===== src/rtl/simmem_pkg.sv =====
// Shared types and constants for the simulated memory controller.
// Holds the row-buffer cost model used by the row scheduler.
package simmem_pkg;

   // Address and id geometry
   localparam int unsigned AxAddrWidth   = 20;
   localparam int unsigned RowIdWidth    = 10;
   localparam int unsigned WriteIidWidth = 4;
   localparam int unsigned ReadIidWidth  = 4;

   typedef logic [WriteIidWidth-1:0] write_iid_t;
   typedef logic [ReadIidWidth-1:0]  read_iid_t;
   typedef logic [RowIdWidth-1:0]    row_id_t;

   // Which response bank a completion belongs to. WRSP_BANK is the zero encoding,
   // so an idle completion port reads as all-zero after reset.
   typedef enum logic {
      WRSP_BANK  = 1'b0,
      RDATA_BANK = 1'b1
   } rsp_bank_type_e;

   // Default DRAM timing, in cycles
   localparam int unsigned DefRowHitCost     = 10;
   localparam int unsigned DefPrechargeCost  = 50;
   localparam int unsigned DefActivationCost = 45;
   localparam int unsigned RowAccessCostMax  =
      DefPrechargeCost + DefActivationCost + DefRowHitCost;

   typedef enum logic [1:0] {
      SCHED_IDLE  = 2'd0,
      SCHED_SERVE = 2'd1,
      SCHED_DONE  = 2'd2
   } row_sched_state_e;

   // Cost of one access given the current row-buffer state.
   // Hit: just the column access. Closed: activate first. Other row open: precharge too.
   // The timing values are passed in so a scheduler with overridden parameters stays consistent.
   function automatic int unsigned get_row_access_cost(
      input logic        open,
      input row_id_t     open_row,
      input row_id_t     row,
      input int unsigned hit_cost,
      input int unsigned pre_cost,
      input int unsigned act_cost
   );
      if (open && (row == open_row)) begin
         return hit_cost;
      end else if (!open) begin
         return act_cost + hit_cost;
      end else begin
         return pre_cost + act_cost + hit_cost;
      end
   endfunction

endpackage


===== src/rtl/simmem_row_scheduler.sv =====
// Single-bank row-buffer scheduler: arbitrates one write and one read requester,
// tracks the open row (open-page policy) and charges each access its DRAM cost
// as a countdown before reporting completion with the internal id.
//
// Handshakes: a request transfers on a cycle where valid and ready are both high;
// a requester seeing valid without ready keeps valid and payload stable. The
// completion port follows the same rule with done_valid_o / done_ready_i.
module simmem_row_scheduler
   import simmem_pkg::*;
#(
   parameter int unsigned RowHitCost     = DefRowHitCost,
   parameter int unsigned PrechargeCost  = DefPrechargeCost,
   parameter int unsigned ActivationCost = DefActivationCost
) (
   input  logic                   clk_i,
   input  logic                   rst_ni,
   input  logic                   waddr_valid_i,
   output logic                   waddr_ready_o,
   input  logic [AxAddrWidth-1:0] waddr_addr_i,
   input  write_iid_t             waddr_iid_i,
   input  logic                   raddr_valid_i,
   output logic                   raddr_ready_o,
   input  logic [AxAddrWidth-1:0] raddr_addr_i,
   input  read_iid_t              raddr_iid_i,
   output logic                   done_valid_o,
   input  logic                   done_ready_i,
   output rsp_bank_type_e         done_type_o,
   output write_iid_t             done_wiid_o,
   output read_iid_t              done_riid_o,
   output logic                   row_open_o,
   output row_id_t                open_row_o,
   output row_sched_state_e       dbg_state_o
);

   localparam int unsigned CntW = $clog2(PrechargeCost + ActivationCost + RowHitCost + 1);

   row_sched_state_e state_q;
   logic [CntW-1:0]  cnt_q;
   logic             row_open_q;
   row_id_t          open_row_q;
   rsp_bank_type_e   last_grant_q;
   rsp_bank_type_e   done_type_q;
   write_iid_t       done_wiid_q;
   read_iid_t        done_riid_q;

   row_id_t         wrow, rrow;
   logic            whit, rhit;
   logic [CntW-1:0] wcost, rcost;
   logic            grant_w, grant_r;

   // Only the row bits of the address matter to this bank model.
   logic addr_lsb_unused;
   assign addr_lsb_unused = ^{waddr_addr_i[AxAddrWidth-RowIdWidth-1:0],
                              raddr_addr_i[AxAddrWidth-RowIdWidth-1:0]};

   // Row decode, cost lookup and arbitration; grants only in IDLE, at most one at a time.
   always_comb begin
      wrow    = waddr_addr_i[AxAddrWidth-1 -: RowIdWidth];
      rrow    = raddr_addr_i[AxAddrWidth-1 -: RowIdWidth];
      whit    = row_open_q && (wrow == open_row_q);
      rhit    = row_open_q && (rrow == open_row_q);
      wcost   = CntW'(get_row_access_cost(row_open_q, open_row_q, wrow,
                                          RowHitCost, PrechargeCost, ActivationCost));
      rcost   = CntW'(get_row_access_cost(row_open_q, open_row_q, rrow,
                                          RowHitCost, PrechargeCost, ActivationCost));
      grant_w = 1'b0;
      grant_r = 1'b0;
      // rst_ni gating keeps ready low while reset is held, even if a requester is valid.
      if ((state_q == SCHED_IDLE) && rst_ni) begin
         if (waddr_valid_i && raddr_valid_i) begin
            // Prefer the row hitter; on a tie alternate away from the last winner.
            if (whit != rhit) begin
               grant_w = whit;
            end else begin
               grant_w = (last_grant_q == RDATA_BANK);
            end
            grant_r = !grant_w;
         end else begin
            grant_w = waddr_valid_i;
            grant_r = raddr_valid_i;
         end
      end
   end

   // Scheduler FSM: accept, count down the access cost, hold the completion until taken.
   always_ff @(posedge clk_i or negedge rst_ni) begin
      if (!rst_ni) begin
         state_q      <= SCHED_IDLE;
         cnt_q        <= '0;
         row_open_q   <= 1'b0;
         open_row_q   <= '0;
         last_grant_q <= RDATA_BANK;
         done_type_q  <= WRSP_BANK;
         done_wiid_q  <= '0;
         done_riid_q  <= '0;
      end else begin
         case (state_q)
            SCHED_IDLE: begin
               if (grant_w) begin
                  state_q      <= SCHED_SERVE;
                  cnt_q        <= wcost - 1'b1;
                  open_row_q   <= wrow;
                  row_open_q   <= 1'b1;
                  last_grant_q <= WRSP_BANK;
                  done_type_q  <= WRSP_BANK;
                  done_wiid_q  <= waddr_iid_i;
                  done_riid_q  <= '0;
               end else if (grant_r) begin
                  state_q      <= SCHED_SERVE;
                  cnt_q        <= rcost - 1'b1;
                  open_row_q   <= rrow;
                  row_open_q   <= 1'b1;
                  last_grant_q <= RDATA_BANK;
                  done_type_q  <= RDATA_BANK;
                  done_wiid_q  <= '0;
                  done_riid_q  <= raddr_iid_i;
               end
            end
            SCHED_SERVE: begin
               // Leave when the count is about to reach zero, so the accept cycle plus
               // cost-1 SERVE cycles put done_valid_o high exactly cost cycles after accept.
               cnt_q <= cnt_q - 1'b1;
               if (cnt_q == CntW'(1)) begin
                  state_q <= SCHED_DONE;
               end
            end
            SCHED_DONE: begin
               if (done_ready_i) begin
                  state_q <= SCHED_IDLE;
               end
            end
            default: begin
               state_q <= SCHED_IDLE;
            end
         endcase
      end
   end

   assign waddr_ready_o = grant_w;
   assign raddr_ready_o = grant_r;
   assign done_valid_o  = (state_q == SCHED_DONE);
   assign done_type_o   = done_type_q;
   assign done_wiid_o   = done_wiid_q;
   assign done_riid_o   = done_riid_q;
   assign row_open_o    = row_open_q;
   assign open_row_o    = open_row_q;
   assign dbg_state_o   = state_q;

endmodule

===== config.mk =====
export PLATFORM = sky130hd
export DESIGN_NAME = simmem_row_scheduler
export DESIGN_NICKNAME = d
export VERILOG_FILES = /design/src/rtl/simmem_pkg.sv /design/src/rtl/simmem_row_scheduler.sv
export SDC_FILE = /design/constraint.sdc
export NUM_CORES = 1
export LEC_CHECK = 0
export CORE_MARGIN = 2
export CORE_UTILIZATION = 50
export CTS_BUF_LIST = sky130_fd_sc_hd__clkbuf_2
export DETAILED_ROUTE_END_ITERATION = 8
export DONT_BUFFER_PORTS = 1
export PLACE_DENSITY_LB_ADDON = 0.2
export RECOVER_POWER = 25
export SLEW_MARGIN = 30
export SYNTH_ARGS = -nofsm -noshare
export SYNTH_HDL_FRONTEND = slang
export SYNTH_SLANG_ARGS = --single-unit

===== constraint.sdc =====
create_clock -name clk_i -period 2.7 [get_ports clk_i]
set_input_delay 0.54 -clock clk_i [delete_from_list [all_inputs] [get_ports clk_i]]
set_output_delay 0.54 -clock clk_i [all_outputs]
set_load 0.02 [all_outputs]

==> flow_metrics.py <==
metrics = {
    "status": {
        "status": "finished with violations",
        "violations": "max-capacitance violations, max-slew violations",
    },
    "die": {
        "die-area_mm2": 0.003873,
        "die_h_um": 62.23,
        "row_count": 21,
        "die_x_um": 62.23,
        "pin_count": 78,
        "core_area_mm2": 0.003284,
        "initial_core_util_pct": 51.62,
    },
    "min_path": {
        "hp-start": "raddr_iid_i[1]",
        "hold_class": "input port to flip-flop",
    },
    "detailed_routing": {
        "wl_per_cell_um": 18.44,
        "wl_um": 4019,
        "firstDrtPassIters": 4,
        "vias_per_cell": 6.170,
        "num_vias": 1345,
        "drc": 0,
        "ant_nets": 0,
        "drt_iter0_drc": 53,
    },
    "logic_synthesis": {
        "netlist_area_mm2": 0.001695,
        "synth_seq_cells": 30,
        "yosysUniqueCellTypes": 39,
        "yosysWarnings": 0,
        "synth_edf_count": 0,
        "synth-main-ff-cell": "dfrtp_1",
        "syn_nets": 216,
        "avgSynthCellArea_um2": 10.60,
        "async_reset_ff_share_pct": 100.0,
        "synthCells": 160,
        "ys_seq_area_share_pct": 44.35,
    },
    "final_layout": {
        "final_cell_mix": "19 x dfrtp_1, 11 x xor2_1, 11 x nand2b_1",
        "post_route_cells_drive_above_1_share_pct": 23.84,
        "regArea_um2": 764.5,
        "nets": 227,
        "nFillCells": 290,
        "antenna_cells": 0,
        "multi_input_area_um2": 934.6,
        "final_common_cell": "dfrtp_1",
        "area_delta_synth_final_pct": 13.21,
        "finish.utilization_pct": 58.44,
    },
    "worst_setup_path": {
        "cp_max_fo": 6,
        "end_kind": "output pin",
        "worstPathRequired_ps": 2160,
        "worst_ep_arrival_time_ps": 2130,
        "worst-setup-path-type": "flip-flop to output pin",
        "critPathLaunch": "open_row_o[7]",
        "r2r-start": "open_row_o[7]",
        "setup.worst_path.start_class": "flip-flop",
    },
    "power": {
        "power_density_mw_per_mm2": 1099,
        "leakagePower_nw": 0.7840,
        "vdd_drop_max_v": 0.0006249,
    },
    "clock_tree": {
        "htreeDepth": 2,
        "cts_buffer_depth": 2,
        "cts_buffers": 5,
        "clk_latency_ps": 380,
        "ctsRootBufferMaster": "clkbuf_2",
        "cts_tree": "yes",
        "cts.reportedPaths.clkPinSlew_ps": 170,
        "clkSinkCount": 30,
    },
    "place": {
        "dp_hpwl_um": 2820,
        "post-place-ws_ps": 328.3,
        "routabilityCongestion": 0.7399,
        "io_buffers": 0,
    },
    "sta": {
        "relSlewSlack_pct": -6.051,
        "hold_viol": 0,
        "setup_viol": 0,
        "timing.hold.ws_ps": 292.8,
        "tightestPinTransition_ps": 1591,
        "setup_ws_ps": 32.20,
        "rsz0062_at_grt": "true",
        "final_min_period_over_clock_period_pct": 98.81,
        "slew_violations": 31,
        "finalSetupTns_ps": 0,
        "skew_ps": 18.00,
        "fin_crit_ps": 2668,
        "timing.fmax_mhz": 374.8,
    },
    "grt": {
        "grt_overflow": 0,
        "grt_use_total_pct": 22.37,
        "antenna_found_initial": 0,
        "grt_pass1_wl_um": 6720,
        "grt_max_degree": 31,
        "grt_pass1_vias": 1447,
    },
    "run": {
        "drv_cap": 1,
    },
}
==> cells by family after synthesis <==
family | count (synthesis) | synth area share (%)
AND/OR/NAND/NOR | 48 | 17.20
XOR/XNOR | 21 | 10.85
buffers and inverters | 13 | 3.543
flip-flops | 30 | 44.35
AO/OA/AOI/OAI | 45 | 21.85
adder cells (fa/ha/maj) | 3 | 2.214
==> per-layer routing <==
layer | track usage [%] | vias to the layer above | share of wire [%]
met5 | 0 | - | 0
met2 | 37.91 | 70 | 49
met3 | 11.78 | 7 | 10
met1 | 24.49 | 659 | 39
met4 | 6.389 | 0 | 1.4
li1 | - | 609 | -
==> report_power, final <==
part / internal [mW] / switching, mW
Combinational: 0.381 / 0.363
Clock: 0.154 / 0.163
Sequential: 0.661 / 0.388
==> layout make-up <==
cell class | instances | area share, %
Multi-Input combinational cell | 117 | 48.70
Sequential cell | 30 | 39.83
Timing Repair Buffer | 8 | 3.064
Tap cell | 46 | 2.999
Clock inverter | 3 | 2.086
Inverter | 9 | 2.021
Clock buffer | 5 | 1.304
==> registers in the layout (all words and copies together), names as in the netlist <==
signal / flops
done_wiid_o: 4
open_row_o: 10
done_riid_o: 4
dbg_state_o: 2
cnt_q: 7
row_open_o: 1
last_grant_q: 1
done_type_o: 1
==> synth_stat cells, drive strengths merged, types with 3 or more instances <==
cell | n | area, um2
dfrtp | 29 | 725.7
xor2 | 13 | 113.9
nand2b | 11 | 68.82
o221a | 11 | 123.9
a21oi | 9 | 45.04
inv | 9 | 33.79
nor2 | 9 | 33.78
a22o | 8 | 70.07
nand2 | 8 | 30.03
xnor2 | 8 | 70.07
nand3 | 5 | 30.03
nor4 | 5 | 58.80
nor3 | 4 | 20.02
o21ai | 4 | 20.02
ha | 3 | 37.54
==> per-stage QoR <==
| stage | instance area (um2) | power (mW) | std cells |
|---|---|---|---|
| final | 1919 | 2.109 | 218 |
| after global routing | 1919 | 2.271 | 218 |
| after CTS | 1889 | 2.076 | 218 |
| after detailed placement | 1753 | 1.713 | 205 |
| after global placement | 1749 | 1.668 | 205 |
| after floorplan | 1695 | 1.556 | 160 |
==> path summary, 6_finish.rpt <==
check	to	slack, ps	depth (start not counted)
min	done_riid_o[1]	290	1
min reg2reg	cnt_q[1]	540	2
min in group asynchronous	open_row_o[2]	1090	2
max in group asynchronous	open_row_o[6]	570	2
max	raddr_ready_o	30	7
max reg2reg	open_row_o[6]	510	8
==> critical path: stages (launching register included) <==
cell and delay [ps]:
dfrtp_2 520, xor2_2 180, nor4_2 270, buf_4 180, a41oi_4 120, o221ai_2 230, nand3_2 130, clkinv_4 120
==> timing repair <==
| action | CTS | global route |
|---|---|---|
| hold buffers | 2 | 0 |
| setup buffers | 3 | 0 |
| resized for setup | 9 | 9 |
| pin swaps | 3 | 7 |
| endpoints found under the setup margin | 2 | 2 |
| hold endpoints to repair | 30 | 0 |
(Power assumes the default switching activity.)
